File: src/rtl/mcpu_mem_arbiter.sv
// Two-requester (CPU / DMA) arbiter for the single-port MCPU RAM with registered port drive and read-latency timing.
// Optional ARB_ROUND_ROBIN_EN: alternate grants on simultaneous requests; otherwise the CPU has fixed priority.
module mcpu_mem_arbiter #(
    parameter int WORD_SIZE   = 16,
    parameter int ADDR_WIDTH  = 8,
    parameter int RAM_LATENCY = 1
) (
    input  logic                  clk,
    input  logic                  reset,
    input  logic                  cpu_req,
    input  logic                  cpu_we,
    input  logic [ADDR_WIDTH-1:0] cpu_addr,
    input  logic [WORD_SIZE-1:0]  cpu_wdata,
    output logic                  cpu_gnt,
    output logic                  cpu_done,
    output logic [WORD_SIZE-1:0]  cpu_rdata,
    input  logic                  dma_req,
    input  logic                  dma_we,
    input  logic [ADDR_WIDTH-1:0] dma_addr,
    input  logic [WORD_SIZE-1:0]  dma_wdata,
    output logic                  dma_gnt,
    output logic                  dma_done,
    output logic [WORD_SIZE-1:0]  dma_rdata,
    output logic                  ram_en,
    output logic                  ram_we,
    output logic [ADDR_WIDTH-1:0] ram_addr,
    output logic [WORD_SIZE-1:0]  ram_wdata,
    input  logic [WORD_SIZE-1:0]  ram_rdata
);

    localparam int CW = (RAM_LATENCY > 1) ? $clog2(RAM_LATENCY) : 1;

    typedef enum logic [1:0] {
        IDLE   = 2'd0,
        ACCESS = 2'd1,
        WAIT   = 2'd2
    } state_t;

    state_t          state_r;
    logic            owner_r;      // 1 = DMA owns the current access
    logic [CW-1:0]   cnt_r;
    logic            any_req_s;
    logic            grant_dma_s;
`ifdef ARB_ROUND_ROBIN_EN
    logic            last_dma_r;
`endif

    // Winner selection among the pending requests
    always_comb begin
        any_req_s   = cpu_req | dma_req;
        grant_dma_s = 1'b0;
        if (cpu_req && dma_req) begin
`ifdef ARB_ROUND_ROBIN_EN
            grant_dma_s = ~last_dma_r;
`else
            grant_dma_s = 1'b0;
`endif
        end else if (dma_req) begin
            grant_dma_s = 1'b1;
        end else begin
            grant_dma_s = 1'b0;
        end
    end

    // Access sequencer: IDLE -> ACCESS -> (WAIT) -> IDLE, all outputs registered
    always_ff @(posedge clk or negedge reset) begin
        if (!reset) begin
            state_r   <= IDLE;
            owner_r   <= 1'b0;
            cnt_r     <= {CW{1'b0}};
            cpu_gnt   <= 1'b0;
            cpu_done  <= 1'b0;
            cpu_rdata <= {WORD_SIZE{1'b0}};
            dma_gnt   <= 1'b0;
            dma_done  <= 1'b0;
            dma_rdata <= {WORD_SIZE{1'b0}};
            ram_en    <= 1'b0;
            ram_we    <= 1'b0;
            ram_addr  <= {ADDR_WIDTH{1'b0}};
            ram_wdata <= {WORD_SIZE{1'b0}};
`ifdef ARB_ROUND_ROBIN_EN
            last_dma_r <= 1'b1;
`endif
        end else begin
            cpu_gnt  <= 1'b0;
            dma_gnt  <= 1'b0;
            cpu_done <= 1'b0;
            dma_done <= 1'b0;
            case (state_r)
                IDLE: begin
                    if (any_req_s) begin
                        owner_r   <= grant_dma_s;
                        ram_en    <= 1'b1;
                        ram_we    <= grant_dma_s ? dma_we    : cpu_we;
                        ram_addr  <= grant_dma_s ? dma_addr  : cpu_addr;
                        ram_wdata <= grant_dma_s ? dma_wdata : cpu_wdata;
                        cpu_gnt   <= ~grant_dma_s;
                        dma_gnt   <= grant_dma_s;
                        state_r   <= ACCESS;
`ifdef ARB_ROUND_ROBIN_EN
                        last_dma_r <= grant_dma_s;
`endif
                    end else begin
                        state_r <= IDLE;
                    end
                end
                ACCESS: begin
                    ram_en <= 1'b0;
                    ram_we <= 1'b0;
                    if (ram_we) begin
                        cpu_done <= ~owner_r;
                        dma_done <= owner_r;
                        state_r  <= IDLE;
                    end else begin
                        cnt_r   <= CW'(RAM_LATENCY - 1);
                        state_r <= WAIT;
                    end
                end
                WAIT: begin
                    // Counter reaching zero marks the cycle ram_rdata is valid
                    if (cnt_r == {CW{1'b0}}) begin
                        if (owner_r) begin
                            dma_rdata <= ram_rdata;
                        end else begin
                            cpu_rdata <= ram_rdata;
                        end
                        cpu_done <= ~owner_r;
                        dma_done <= owner_r;
                        state_r  <= IDLE;
                    end else begin
                        cnt_r <= cnt_r - CW'(1);
                    end
                end
                default: begin
                    ram_en  <= 1'b0;
                    ram_we  <= 1'b0;
                    state_r <= IDLE;
                end
            endcase
        end
    end

endmodule

File: config.mk
export PLATFORM = sky130hd
export DESIGN_NAME = mcpu_mem_arbiter
export DESIGN_NICKNAME = d
export VERILOG_FILES = /design/src/rtl/mcpu_mem_arbiter.sv
export SDC_FILE = /design/constraint.sdc
export NUM_CORES = 1
export LEC_CHECK = 0
export CAP_MARGIN = 10
export CORE_ASPECT_RATIO = 0.75
export CORE_MARGIN = 4
export CORE_UTILIZATION = 37
export CTS_CLUSTER_DIAMETER = 40
export CTS_CLUSTER_SIZE = 28
export DETAILED_ROUTE_END_ITERATION = 8
export GPL_TIMING_DRIVEN = 1
export PLACE_DENSITY_LB_ADDON = 0.08
export SLEW_MARGIN = 0
export SYNTH_ARGS = -nofsm -noshare
export SYNTH_HDL_FRONTEND = slang
export SYNTH_SLANG_ARGS = --single-unit
File: constraint.sdc
create_clock -name clk -period 1.35 [get_ports clk]
set_input_delay 0.135 -clock clk [delete_from_list [all_inputs] [get_ports clk]]
set_output_delay 0.135 -clock clk [all_outputs]
set_load 0.02 [all_outputs]
## Yosys cells after proc, flatten, opt, wreduce, memory -nomap -nowiden

Index checks and enable logic that the tools add are counted.

- Bits in registers: 66
- Input bits: 70

- Equal/unequal tests: 5
- Reduce and logical (&&, ||, !) cells: 8
- Bitwise operators: 5
- Add/sub/neg operators: 1
- Mux-type cells: 26

Operators with widths:

| operator | count |
|---|---|
| 1-bit two-way mux | 16 |
| 16-bit two-way mux | 1 |
| 1-bit case mux with 2 select lines | 5 |
| 8-bit two-way mux | 1 |
| 2-bit inequality test (second input constant) | 3 |
| 2-bit case mux with 3 select lines | 1 |
| 2-bit AND reduction | 3 |
| 3-bit AND reduction | 2 |
| 2-bit two-way mux | 2 |
| 1-bit inverter | 4 |
| 2-bit by 1-bit equality test with 1-bit output (second input constant) | 1 |
| 2-bit equality test (second input constant) | 1 |
| 2-bit zero test | 1 |
| 2-bit nonzero test | 1 |
| 1-bit logical AND | 1 |
| 1-bit bitwise OR | 1 |
| 1-bit subtractor (second input constant) | 1 |

## Depth between registers and ports, before layout

Gate-level depths: netlist of run 1.

- Word-level depth: 5
- Mapped depth: 7

## Least setup slack after synthesis of run 1

No wires, ideal clock.

- Path kind: reg-to-reg
- From: reg state_r[0]
- To: reg cpu_rdata[10]
- Data arrival time: 1.378 ns
- Data required time: 1.225 ns
- Buffers on the path: 3
- Cell stages (with the launch flop): 8
- Setup slack: -0.153 ns
- Library setup time: 0.125 ns
- Period minus slack after synthesis: 1.503 ns
- Cells stage by stage: dfrtp_1 -> inv_1 -> ha_1 -> buf_6 -> nor2b_4 -> buf_6 -> buf_12 -> mux2_4

- Cells in the longest elaborated chain, start to end: 2

RTL lines:

| item | line | text |
|---|---|---|
| start: declaration | 39 | `state_t state_r;` |
| start signal: assignment | 68 | `state_r <= IDLE;` |
| start signal: assignment | 99 | `state_r <= ACCESS;` |
| start signal: assignment | 104 | `state_r <= IDLE;` |
| 2-bit equality test | 89 | `case (state_r)` |
| 3-bit AND reduction (no line) | n/a |  |
| end signal: assignment | 73 | `cpu_rdata <= {WORD_SIZE{1'b0}};` |
| end signal: assignment | 125 | `cpu_rdata <= ram_rdata;` |
| end: declaration | 16 | `output logic [WORD_SIZE-1:0] cpu_rdata,` |

No other way between the ends.
A chain may end at the register's enable or synchronous reset.

## Worst setup path in the final report of run 1

- From: reg state_r[0]
- To: reg ram_wdata[14]

- Cells in the longest elaborated chain, start to end: 2

RTL lines:

| item | line | text |
|---|---|---|
| 2-bit zero test | 89 |  |
| 2-bit AND reduction (no line) | n/a |  |
| end signal: assignment | 80 | `ram_wdata <= {WORD_SIZE{1'b0}};` |
| end signal: assignment | 96 | `ram_wdata <= grant_dma_s ? dma_wdata : cpu_wdata;` |
| end: declaration | 27 | `output logic [WORD_SIZE-1:0] ram_wdata,` |

No other way between the ends.

==> results of run 1 <==
==> metrics by stage <==
stage | TNS, ns | hold slack, ns
2_1_floorplan | -2.15 | -0.161
3_3_place_gp | -5.91 | 0.181
3_5_place_dp | -7.76 | 0.180
4_1_cts | -1.21 | 0.357
5_1_grt | -3.86 | 0.389
6_report | -1.44 | 0.348
==> state kept, by name, summed over array words and instances, names as in the netlist <==
signal and cells:
dma_rdata 16, state_r 2, owner_r 1, ram_en 1, ram_we 1, ram_wdata 16, cpu_done 1, cpu_rdata 16
ram_addr 8, dma_gnt 1, cpu_gnt 1, dma_done 1
==> area by class of cell <==
class / instances / area [sq um] / share of cell area
clock inverters: 6 / 138 / 0.0285
repair buffers: 159 / 1620 / 0.336
multi-input cells: 125 / 1170 / 0.241
inverters: 5 / 18.8 / 0.00388
clock buffers: 10 / 138 / 0.0285
well taps: 101 / 126 / 0.0261
flip-flops and latches: 65 / 1630 / 0.336
==> critical path, cell delays in order, from the launching register on <==
cell	delay (ns)
dfrtp_1	0.36
inv_2	0.06
buf_4	0.14
ha_4	0.16
o21ai_4	0.14
buf_6	0.21
clkbuf_16	0.16
nand2_1	0.05
o21ai_1	0.08
==> cell usage after synthesis <==
master	n	area [sq um]
nor2b_4	1	13.8
mux2_2	18	203
nand2_4	1	11.3
a21oi_1	3	15.0
nand2b_1	1	6.26
o22a_1	1	8.76
buf_6	4	45.0
buf_12	1	20.0
mux2i_1	25	250
dfrtp_1	65	1630
buf_4	1	7.51
o32ai_1	1	8.76
inv_1	5	18.8
and2_1	1	6.26
o21ai_0	5	25.0
o21ai_1	20	100
nor2b_1	1	6.26
clkbuf_1	5	18.8
nor3b_1	1	7.51
clkbuf_8	1	13.8
nor2_1	4	15.0
and3b_2	1	10.0
ha_1	3	37.5
nand2_1	24	90.1
mux2_4	14	210
==> where the power goes <==
part / leakage (nW) / switching, mW / total, mW / internal [mW]
registers: 0.788 / 0.553 / 3.45 / 2.90
logic: 1.45 / 2.79 / 5.75 / 2.95
clock network: 0.137 / 0.765 / 2.24 / 1.47
total: 2.38 / 4.11 / 11.4 / 7.32
==> final timing paths <==
check / cells after the start / slack, ns / endpoint / startpoint
worst max-delay path: 8 / -0.09 / ram_wdata[14] / state_r[0]
worst min-delay path: 3 / 0.35 / dma_rdata[5] / reset
worst max register to register: 8 / -0.09 / ram_wdata[14] / state_r[0]
worst min register to register: 2 / 0.48 / ram_addr[6] / ram_addr[6]
max in group asynchronous: 3 / 0.73 / cpu_rdata[15] / reset
min in group clk: 3 / 0.42 / ram_addr[2] / dma_addr[2]
==> routing by layer <==
metal,part of all wire,global-route usage,vias up
met5,0,0,-
met4,0.0065,0.0378,0
li1,-,-,1028
met1,0.44,0.207,1050
met3,0.074,0.0746,5
met2,0.47,0.231,69
==> cell families (layout without fill, tap and decap cells) <==
family,Yosys count,after routing,share of synthesized area
AND/OR/NAND/NOR,35,35,0.0600
flip-flops,65,65,0.586
buffers and inverters,17,180,0.0446
AO/OA/AOI/OAI,30,30,0.0568
multiplexers,57,57,0.239
adder cells (fa/ha/maj),3,3,0.0135
==> timing repair <==
action / 4_1_cts / 5_1_grt
hold buffers: 1 / 0
pin swaps: 1 / 0
resized for setup: 83 / 24
endpoints found under the hold margin: 65 / 0
setup buffers: 4 / 6
gates cloned: 1 / 7
setup endpoints to repair: 93 / 56
==> impl_metrics.csv, run 1 <==
group,metric,value,unit
run_status,outcome,"complete, but fails checks",
run_status,violations,"negative setup slack",
routing,drt-total-wl,7.59,mm
floorplanning,num_rows,27,
clock_network,clock_tree.buffer_depth,2,
floorplanning,die_x,108,microns
final_layout,finalInstanceArea,4840,sq um
floorplanning,io_pins,132,
setup_path,crit_required,1.61,ns
clock_network,numCtsBuffers,9,
logic_synthesis,netlist_area,2780,sq um
final_layout,finalNonFillerCells,471,
logic_synthesis,syn-num-nets,280,
placement,dp_slack,-0.255,ns
placement,port_buffers,131,
setup_path,cp.arrival,1.70,ns
grt,grt_max_degree,66,
clock_network,clock-root-buffer,"clkbuf_8",
power_and_ir_drop,vdd_ir_drop_max,1150,uV
power_and_ir_drop,powerDensity,2360,nW/um^2
final_layout,antenna_cells,0,
timing,clock_skew,0.00757,ns
logic_synthesis,yosysWarnings,0,
floorplanning,coreArea,7330,sq um
placement,placed_area,4250,sq um
logic_synthesis,yosysSeqAreaShare,0.586,
setup_path,cp-start-kind,"flop",
timing,fmax,0.692,GHz
clock_network,clk-insertion-delay-late,0.33,ns
grt,grt_usage,0.156,
timing,setup_violations,32,
placement,placed_cells,438,
timing,setup_ws,-0.0944,ns
timing,hold_viol,0,
clock_network,cts_htree_levels,3,
grt,grt_pass1_wl,10.9,mm
final_layout,fill_cells,600,
routing,drc,0,
logic_synthesis,synth_cells,207,
setup_path,criticalPathCategory,"flop to flop",
final_layout,drive_gt1_frac,0.243,
grt,grt_pass1_vias,2157,
timing,finalCritPeriodShare,1.07,
timing,relSlewSlack,0.764,
grt,overflow,0,
clock_network,cts_tree,"done",
power_and_ir_drop,finalPower,11.4,mW
power_and_ir_drop,p_leak,2.38,nW
final_layout,layout_commonest_cell,"clkdlybuf4s50_1",
run,drv_cap,0,
timing,drv_slew,0,
floorplanning,die_h,83,microns
grt,antenna_found_initial,0,
routing,ant_nets,0,
routing,num_vias,2152,
floorplanning,initial_core_util,0.379,
timing,worst_pin_slew,0.352,ns
setup_path,worstPathMaxFanout,6,
final_layout,area_growth,74.3,%
routing,via_per_inst,4.57,
setup_path,worst_setup_path_end_kind,"flop",
placement,dp_hpwl,4.92,mm
clock_network,clkSlewWorstSetupHoldPaths,0.07,ns
logic_synthesis,ys_ff_latch,65,
floorplanning,die_area,8960,sq um
timing,period_minus_slack,1.44,ns
clock_network,numClockSinks,65,
final_layout,fin_util,0.660,
routing,drt_iter0_drc,70,
final_layout,nets,438,
logic_synthesis,syn_area_per_cell,13.4,sq um
hold_path,hold_class,"primary input to asynchronous set/reset pin",
logic_synthesis,ys_types,25,
timing,rsz0062_at_grt,"yes",
routing,first_pass_iters,4,
routing,wl_per_cell,16.1,microns
placement,gp_congestion,0.721,
final_layout,layout_common_cells,"clkdlybuf4s50_1, dfrtp_1, dlygate4sd2_1",
No activity file was read; power rests on OpenSTA's default activity.
==> inputs of run 2 (changes only) <==
--- a/config.mk
+++ b/config.mk
@@ -18,3 +18,4 @@
 export SYNTH_ARGS = -nofsm -noshare
 export SYNTH_HDL_FRONTEND = slang
 export SYNTH_SLANG_ARGS = --single-unit
+export TNS_END_PERCENT = 30
==> impl_metrics.csv, run 2 (same netlist as run 1, synthesis figures left out) <==
group,metric,value,unit
setup_path,cp_cell_sequence,"inv_2, ha_4, nor2b_4, clkbuf_16, mux2_4",
floorplanning,die_x,108,microns
final_layout,fill_cells,662,
setup_path,criticalPathCategory,"flop to flop",
setup_path,critPathLaunch,"state_r[0]",
setup_path,crit_slowest_cell,"dfrtp_1",
timing,drv_slew,0,
power_and_ir_drop,intPower,6.15,mW
floorplanning,initial_core_util,0.379,
timing,setup_violations,19,
routing,wl_per_cell,15.3,microns
power_and_ir_drop,seq_power_share,0.346,
final_layout,area_growth,61.6,%
timing,rsz0062_at_grt,"yes",
setup_path,cp.arrival,1.61,ns
placement,gp_congestion,0.722,
clock_network,clk-insertion-delay-late,0.33,ns
run_status,violations,"negative setup slack",
setup_path,worstPathMaxFanout,6,
placement,dp_slack,-0.147,ns
setup_path,r2r_setup_slack,-0.05,ns
grt,grt_usage,0.158,
floorplanning,die_h,83,microns
power_and_ir_drop,vdd_ir_drop_max,1040,uV
power_and_ir_drop,p_sw,3.74,mW
clock_network,cts_htree_levels,3,
power_and_ir_drop,switching_share,0.378,
grt,grt_pass1_vias,2162,
final_layout,antenna_cells,0,
routing,num_vias,2048,
grt,overflow,0,
power_and_ir_drop,p_leak,2.20,nW
power_and_ir_drop,pwr-share-comb,0.495,
clock_network,clkSlewWorstSetupHoldPaths,0.07,ns
timing,worst_pin_slew,0.344,ns
setup_path,r2r_start,"state_r[0]",
setup_path,cp_slowest_stage_delay,0.39,ns
hold_path,hold_class,"primary input to asynchronous set/reset pin",
timing,setup_ws,-0.0501,ns
timing,clock_skew,0.00637,ns
setup_path,crit_cells,5,
grt,grt_max_degree,66,
clock_network,cts_tree,"done",
setup_path,crit_required,1.56,ns
floorplanning,die_area,8960,sq um
grt,antenna_found_initial,0,
routing,drt_iter0_drc,30,
run,drv_cap,0,
timing,relSlewSlack,0.771,
run_status,outcome,"complete, but fails checks",
routing,via_per_inst,4.49,
power_and_ir_drop,pwr-share-clk,0.159,
final_layout,nets,425,
timing,period_minus_slack,1.40,ns
floorplanning,coreArea,7330,sq um
final_layout,layout_common_cells,"clkdlybuf4s50_1, dfrtp_1, dlygate4sd2_1",
floorplanning,num_rows,27,
timing,finalCritPeriodShare,1.04,
routing,ant_nets,0,
timing,fin_setup_tns,-0.489,ns
placement,port_buffers,131,
setup_path,r2r_end,"cpu_rdata[6]",
setup_path,crit_family,"flip-flops",
clock_network,numCtsBuffers,9,
clock_network,numClockSinks,65,
setup_path,path_buf_inv,2,
floorplanning,io_pins,132,
clock_network,clock-root-buffer,"clkbuf_8",
final_layout,top_regs,"cpu_rdata x16, dma_rdata x16, ram_wdata x16",
timing,hold_viol,0,
grt,grt_pass1_wl,11.2,mm
routing,first_pass_iters,4,
setup_path,worst_setup_path_end_kind,"flop",
placement,dp_hpwl,5.04,mm
timing,fmax,0.714,GHz
final_layout,drive_gt1_frac,0.192,
final_layout,layout_commonest_cell,"clkdlybuf4s50_1",
clock_network,clock_tree.buffer_depth,2,
power_and_ir_drop,powerDensity,2200,nW/um^2
routing,drc,0,
setup_path,cp-start-kind,"flop",
setup_path,reg2reg_depth,5,
routing,drt-total-wl,6.98,mm
==> run 2: power by group through the flow <==
stage	clock (mW)	sequential [mW]	combinational, mW
2_1_floorplan	0	4.53	1.63
3_3_place_gp	0	3.43	5.26
3_5_place_dp	0	3.44	5.33
4_1_cts	1.62	3.41	4.76
5_1_grt	1.70	3.56	5.23
6_report	1.57	3.42	4.90
==> run 2: worst max path at each step <==
stage / to / slack, ns
CTS: cpu_rdata[15] / -0.07
global route: cpu_rdata[9] / -0.10
global placement: cpu_rdata[15] / -0.12
floorplan: cpu_rdata[10] / -0.15
detailed placement: cpu_rdata[15] / -0.15
finish: cpu_rdata[6] / -0.05
==> run 2: stage by stage <==
step / instance area, sq um / instances / hold WS (ns) / total power, mW / util
2_1_floorplan: 2780 / 207 / -0.161 / 6.16 / -
3_3_place_gp: 4250 / 439 / 0.182 / 8.69 / 0.580
3_5_place_dp: 4250 / 439 / 0.182 / 8.78 / 0.580
4_1_cts: 4400 / 455 / 0.365 / 9.79 / 0.600
5_1_grt: 4490 / 456 / 0.381 / 10.5 / 0.612
6_report: 4490 / 456 / 0.351 / 9.89 / 0.612
==> run 2: final cells by class <==
type | count | area (sq um) | area share
sequential | 65 | 1630 | 0.363
timing repair buffer | 146 | 1420 | 0.315
inverter | 5 | 18.8 | 0.00418
tap | 101 | 126 | 0.0282
multi-input combinational | 125 | 1110 | 0.249
clock inverter | 3 | 42.5 | 0.00948
clock buffer | 11 | 141 | 0.0315
==> run 2: worst register-to-register path: stages, from the launching register on <==
cell	delay (ns)
dfrtp_1	0.39
inv_2	0.07
ha_4	0.12
nor2b_4	0.22
clkbuf_16	0.19
mux2_4	0.29
==> run 2: what timing repair did <==
item / 4_1_cts / 5_1_grt
hold buffers: 1 / 0
pin swaps: 0 / 1
hold endpoints to repair: 65 / 0
endpoints found under the setup margin: 93 / 53
gates resized for setup: 67 / 14
setup buffers: 1 / 0
cloned: 0 / 1
==> run 2: layer usage <==
metal,GRT usage,vias up,wire (microns)
met3,0.0505,8,431
met5,0,-,0
li1,-,993,-
met1,0.203,984,3130
met4,0.0585,0,91
met2,0.248,63,3340
